--- config.mk ---
export PLATFORM = sky130hd
export DESIGN_NAME = button_debounce
export DESIGN_NICKNAME = d
export VERILOG_FILES = /design/src/rtl/debounce_pkg.sv /design/src/rtl/sync_2ff.sv /design/src/rtl/button_debounce.sv
export SDC_FILE = /design/constraint.sdc
export NUM_CORES = 1
export LEC_CHECK = 0
export ABC_AREA = 1
export BUFFER_PORTS_ARGS = -buffer_cell sky130_fd_sc_hd__buf_2
export CAP_MARGIN = 20
export CORE_AREA = 5 5 42 44
export CTS_CLUSTER_SIZE = 30
export DETAILED_ROUTE_END_ITERATION = 10
export DIE_AREA = 0 0 47 49
export GPL_ROUTABILITY_DRIVEN = 0
export PLACE_DENSITY = 0.36
export SYNTH_ARGS = -nofsm -noshare
export SYNTH_HDL_FRONTEND = slang
export SYNTH_HIERARCHICAL = 1
export SYNTH_SLANG_ARGS = --single-unit
--- constraint.sdc ---
create_clock -name clk -period 1.3 [get_ports clk]
set_clock_uncertainty 0.2 [all_clocks]
set_input_delay 0.13 -clock clk [delete_from_list [all_inputs] [get_ports clk]]
set_output_delay 0.13 -clock clk [all_outputs]
set_load 0.01 [all_outputs]
--- src/rtl/debounce_pkg.sv ---
// Shared FSM encodings and helpers for the button debouncer.
package debounce_pkg;

  typedef enum logic [1:0] {
    IDLE         = 2'd0,
    WAIT_PRESS   = 2'd1,
    PRESSED      = 2'd2,
    WAIT_RELEASE = 2'd3
  } state_t;

  // Debounced level is "pressed" once the press has been accepted, including
  // while a release is still being qualified.
  function automatic logic level_of(state_t s);
    return (s == PRESSED) || (s == WAIT_RELEASE);
  endfunction

  function automatic int cnt_width(int n);
    return (n <= 2) ? 1 : $clog2(n);
  endfunction

endpackage

--- src/rtl/sync_2ff.sv ---
// Two-flop synchronizer for a single asynchronous bit, with a programmable
// reset value so the idle level can be held while in reset.
module sync_2ff #(
  parameter logic RESET_VAL = 1'b0
) (
  input  logic clk,
  input  logic rst_n,
  input  logic d,
  output logic q
);

  logic meta;

  always_ff @(posedge clk or negedge rst_n) begin
    if (!rst_n) begin
      meta <= RESET_VAL;
      q    <= RESET_VAL;
    end else begin
      meta <= d;
      q    <= meta;
    end
  end

endmodule

--- src/rtl/button_debounce.sv ---
// Debounces a raw mechanical button and emits one registered strobe per
// accepted press plus a debounced pressed level.
module button_debounce
  import debounce_pkg::*;
#(
  parameter int DEBOUNCE_CYCLES = 4,
  parameter bit BTN_ACTIVE_HIGH = 1'b1
) (
  input  logic clk,
  input  logic rst_n,
  input  logic btn_in,
  output logic enable_pulse,
  output logic btn_level
);

  localparam int               CNT_W     = cnt_width(DEBOUNCE_CYCLES);
  localparam logic [CNT_W-1:0] CNT_LAST  = CNT_W'(DEBOUNCE_CYCLES - 1);
  localparam logic [CNT_W-1:0] CNT_ONE   = CNT_W'(1);
  localparam logic             REL_LEVEL = logic'(!BTN_ACTIVE_HIGH);

  logic             btn_sync;
  logic             btn_s;
  state_t           state;
  state_t           next_state;
  logic [CNT_W-1:0] cnt;
  logic [CNT_W-1:0] next_cnt;
  logic             press_done;

  sync_2ff #(
    .RESET_VAL(REL_LEVEL)
  ) u_sync (
    .clk  (clk),
    .rst_n(rst_n),
    .d    (btn_in),
    .q    (btn_sync)
  );

  assign btn_s = BTN_ACTIVE_HIGH ? btn_sync : ~btn_sync;

  always_ff @(posedge clk or negedge rst_n) begin
    if (!rst_n) begin
      state        <= IDLE;
      cnt          <= '0;
      enable_pulse <= 1'b0;
    end else begin
      state        <= next_state;
      cnt          <= next_cnt;
      enable_pulse <= press_done;
    end
  end

  // cnt only advances while qualifying and is cleared on every state change,
  // so it tops out at CNT_LAST and never wraps.
  always_comb begin
    next_state = state;
    next_cnt   = '0;
    case (state)
      IDLE: begin
        if (btn_s) begin
          next_state = WAIT_PRESS;
          next_cnt   = CNT_ONE;
        end
      end
      WAIT_PRESS: begin
        if (!btn_s) begin
          next_state = IDLE;
        end else if (cnt == CNT_LAST) begin
          next_state = PRESSED;
        end else begin
          next_cnt = cnt + CNT_ONE;
        end
      end
      PRESSED: begin
        if (!btn_s) begin
          next_state = WAIT_RELEASE;
          next_cnt   = CNT_ONE;
        end
      end
      WAIT_RELEASE: begin
        if (btn_s) begin
          next_state = PRESSED;
        end else if (cnt == CNT_LAST) begin
          next_state = IDLE;
        end else begin
          next_cnt = cnt + CNT_ONE;
        end
      end
      default: begin
        next_state = IDLE;
      end
    endcase
  end

  always_comb begin
    btn_level  = level_of(state);
    press_done = (state == WAIT_PRESS) && (next_state == PRESSED);
  end

endmodule
# ---- Yosys cells after proc, flatten, opt, wreduce, memory -nomap -nowiden
# Index checks and enable logic that the tools add are counted.
dict set report totals {
  reg_bits 7
  inputBits 3
  output_inout_bits 2
  word_cells 27
}
dict set report classes {
  n_addsub 1
  n_eq_ne 5
  n_mux 13
  n_reduce_logical 3
}
# cell n
set ops {}
lappend ops {{2-bit two-way mux} 9}
lappend ops {{2-bit case mux with 4 select lines} 2}
lappend ops {{2-bit == test (second input constant)} 4}
lappend ops {{2-bit by 1-bit adder with 2-bit output (second input constant)} 1}
lappend ops {{2-bit by 1-bit == test with 1-bit output (second input constant)} 1}
lappend ops {{2-bit logical NOT} 1}
lappend ops {{1-bit two-way mux} 2}
lappend ops {{1-bit logical AND} 1}
lappend ops {{1-bit logical OR} 1}

# ---- Longest topological paths before layout
dict set report logic_depth {
  ltp_word 6
  mapped_depth 4
  depth_no_buf 4
}

# ---- Cells and area by module
# Netlist, hierarchy kept.
# mod n_inst cells_each area_per_inst_um2 seq_area_each_um2
set modules_own_cells {}
lappend modules_own_cells {button_debounce 1 23 209.0 125.1}
lappend modules_own_cells {sync_2ff 1 2 50.0 50.0}

# ---- Least setup slack after synthesis
# No wires, ideal clock.
dict set report synth_timing {
  kind {flip-flop to flip-flop}
  from {reg cnt[0]}
  to {reg cnt[1]}
  arrival_time_ns 0.728
  setup_slack_ns 0.258
  path_stages_with_launch 4
  path_buffers 0
  synth_period_minus_slack_ns 1.042
  path_cell_list {dfrtp_1 > ha_1 > nand2_1 > nor2_1}
}
dict set report synth_via {
  elab_chain_cells 4
}
# element line_no
set synth_lines {}
lappend synth_lines {{start, declared} button_debounce.sv:25} ;# logic [CNT_W-1:0] cnt;
lappend synth_lines {{start signal, assigned} button_debounce.sv:47} ;# cnt <= next_cnt;
lappend synth_lines {{2-bit by 1-bit adder with 2-bit output / 2-bit == test (equally long branches)} n/a}
lappend synth_lines {{2-bit two-way mux (*)} {button_debounce.sv:67, button_debounce.sv:82}}
lappend synth_lines {{2-bit two-way mux, on equally long branches} {button_debounce.sv:80, button_debounce.sv:65}}
lappend synth_lines {{2-bit case mux with 4 select lines (*)} button_debounce.sv:57} ;# case (state)
lappend synth_lines {{named net next_cnt[1]} button_debounce.sv:26} ;# logic [CNT_W-1:0] next_cnt;
# Mark *: on every way through the listed nets, which the timed path passes. The rest lies on a longest branch.

# ---- Final worst setup path
dict set report layout_timing {
  from {reg state[1]}
  to {out btn_level}
}
dict set report layout_via {
  elab_chain_cells 2
}
# element line_no
set layout_lines {}
lappend layout_lines {{start, declared} button_debounce.sv:23} ;# state_t state;
lappend layout_lines {{start signal, assigned} button_debounce.sv:46} ;# state <= next_state;
lappend layout_lines {{2-bit == test} debounce_pkg.sv:14} ;# return (s == PRESSED) || (s == WAIT_RELEASE);
lappend layout_lines {{1-bit logical OR (*)} debounce_pkg.sv:14}
lappend layout_lines {{end, declared} button_debounce.sv:13} ;# output logic btn_level
# Mark *: on every way between the ends. The rest lies on a longest branch, timed or not.

==> impl_metrics.toml <==
[worst_setup_path]
crit_path_start = "state[1]$_DFF_PN0_"
cp_max_fo = 5
setup.worst_path.start_class = "flip-flop"
critPathKind = "flip-flop to output pin"
crit_path_end_kind = "output pin"
critPathTopFamily = "flip-flops"
cp.arrival_ns = 0.82
path_buf_inv = 1
crit_chain = "buf_2"
cp.required_ns = 0.97
r2r_start = "cnt[0]$_DFF_PN0_"
cpMaxStageDelayCell = "dfrtp_1"
cpPeakStageDelay_ns = 0.42

[sta]
drv_slew = 0
timing_hold_violations_final = 0
setup_violations = 0
tightest_slew_ns = 0.1612
grt_setup_unrepaired = "no"
finalSetupTns_ns = 0
holdWs_ns = 0.04564
timing.final.crit_share_pct = 88.52
fin_crit_ns = 1.151
relSlewSlack_pct = 89.25
max_clock_freq_mhz = 869.0

[logic_synthesis]
postSynthCellCount = 25
synth.avg_cell_area_sq_um = 10.36
yosys.area.top_type_share_pct = 67.63
synth_seq_area_share_pct = 67.63
ys_warn_count = 6
ys_seq_elements = 7
synthTopCellsByArea = "dfrtp_1 68%, nand2_1 7.2%, ha_1 4.8%"
ys_types = 10
synth_area_sq_um = 259.0
yosysTopAreaCell = "dfrtp_1"
synth_nets = 29

[drt]
first_pass_iters = 1
vias = 169
post-route-drc-count = 0
wl_per_cell_um = 7.800
ant_nets = 0
viasPerCell = 3.380
drtIter0Drc = 0
wl_um = 390

[layout]
layout_commonest_cell = "dfrtp_1"
antenna-diode-count = 0
layout-drive-gt1-share_pct = 29.41
final_cell_mix = "7 x dfrtp_1, 5 x nand2_1, 4 x buf_2"
multi_input_area_sq_um = 65.06
seqCellArea_sq_um = 175.2
fill_cells = 155
fin_nets = 39
utilization_pct = 24.38
syn_to_final_growth_pct = 31.88

[status]
status = "finished, final reports clean"

[die]
initial_core_util_pct = 18.48
pin_count = 5
placeableCoreArea_sq_um = 1401
dieArea_sq_um = 2303
die_w_um = 47
die_h_um = 49
fp-row-count = 14

[power_and_ir_drop]
pwr-share-comb_pct = 22.3
ir_worst_vdd_mv = 0.5995
switching_share_pct = 30.03
p_int_uw = 463.5
clockPowerShare_pct = 28.2
power.switching_uw = 198.9
p_leak_nw = 0.1879
p_per_area_nw_per_um2 = 1939
pwr-share-seq_pct = 49.4

[clocking]
postCtsResizedCells = 0
ctsHtreeMaxLevel = 1
clkLatencyLatePin_ns = 0.24
clkTransAtPathRegs_ns = 0.05
postCtsSetupRepairBufs = 0
numCtsBuffers = 3
hold_buffers = 2
clk_path_buf_depth = 2
cts-root-buf = "clkbuf_4"
cts_tree = "yes"
cts_sinks = 7

[grt]
antenna_found_initial = 0
overflow = 0
grt_use_total_pct = 4.465
grt_pass1_wl_um = 641
grt_max_degree = 8
grt_pass1_vias = 155

[run]
drv_cap = 0

[place]
io_buffers = 4
dp_hpwl_um = 307.1

[min_path]
holdCritPathClass = "input port to asynchronous set/reset pin"
cell usage after synthesis (all sizes together):
master,n
dfrtp,7
nor3,1
nor2,3
nand2,7
clkbuf,1
o21ai,1
inv,4
ha,1
per-stage QoR:
| stage | power [mW] | cells | setup slack, ns | instance area, sq um |
|---|---|---|---|---|
| 2_1_floorplan | 0.4346 | 25 | 0.2577 | 259.0 |
| 5_1_grt | 0.7230 | 50 | 0.1075 | 341.6 |
| 4_1_cts | 0.6814 | 50 | 0.1304 | 341.6 |
| 3_3_place_gp | 0.4652 | 44 | 0.2296 | 295.3 |
| 6_report | 0.6624 | 50 | 0.1493 | 341.6 |
| 3_5_place_dp | 0.4806 | 44 | 0.1995 | 295.3 |
power by group through the flow:
stage,clock network [mW],logic (mW),registers [mW]
6_report,0.187,0.148,0.327
5_1_grt,0.215,0.171,0.337
4_1_cts,0.200,0.153,0.329
3_5_place_dp,0,0.148,0.332
3_3_place_gp,0,0.140,0.325
2_1_floorplan,0,0.113,0.322
per-layer routing:
metal	GRT usage, %	routed length (um)	vias up
li1	-	-	91
met1	5.157	177	72
met2	4.299	172	4
met3	3.321	34	2
met4	5.530	5	0
met5	0	0	-
final cells by class:
type | instances | area share, %
Sequential cell | 7 | 51.28
Timing Repair Buffer | 6 | 11.72
Tap cell | 16 | 5.861
Clock buffer | 4 | 7.692
Inverter | 4 | 4.396
Multi-Input combinational cell | 13 | 19.05
path summary, 6_finish.rpt:
path                                           end  slack, ns  depth (start not counted)
worst min-delay path            u_sync/q$_DFF_PN0_       0.05                          2
worst max-delay path                     btn_level       0.15                          1
max in group asynchronous         cnt[0]$_DFF_PN0_       0.70                          2
worst max register to register  state[1]$_DFF_PN0_       0.19                          4
worst min register to register  u_sync/q$_DFF_PN0_       0.15                          0
min in group clk                u_sync/q$_DFF_PN0_       0.15                          0
state kept, by name (all words and copies together) (netlist names):
register,flops
u_sync/q,1
enable_pulse,1
u_sync/meta,1
state,2
cnt,2
kinds of logic after synthesis:
logic type / after synthesis / synth area share (%)
compound gates: 1 / 1.931
fa+ha+maj: 1 / 4.830
buf+inv: 5 / 7.243
flops: 7 / 67.63
simple gates: 11 / 18.36
Power figures use the tool's default switching activity.
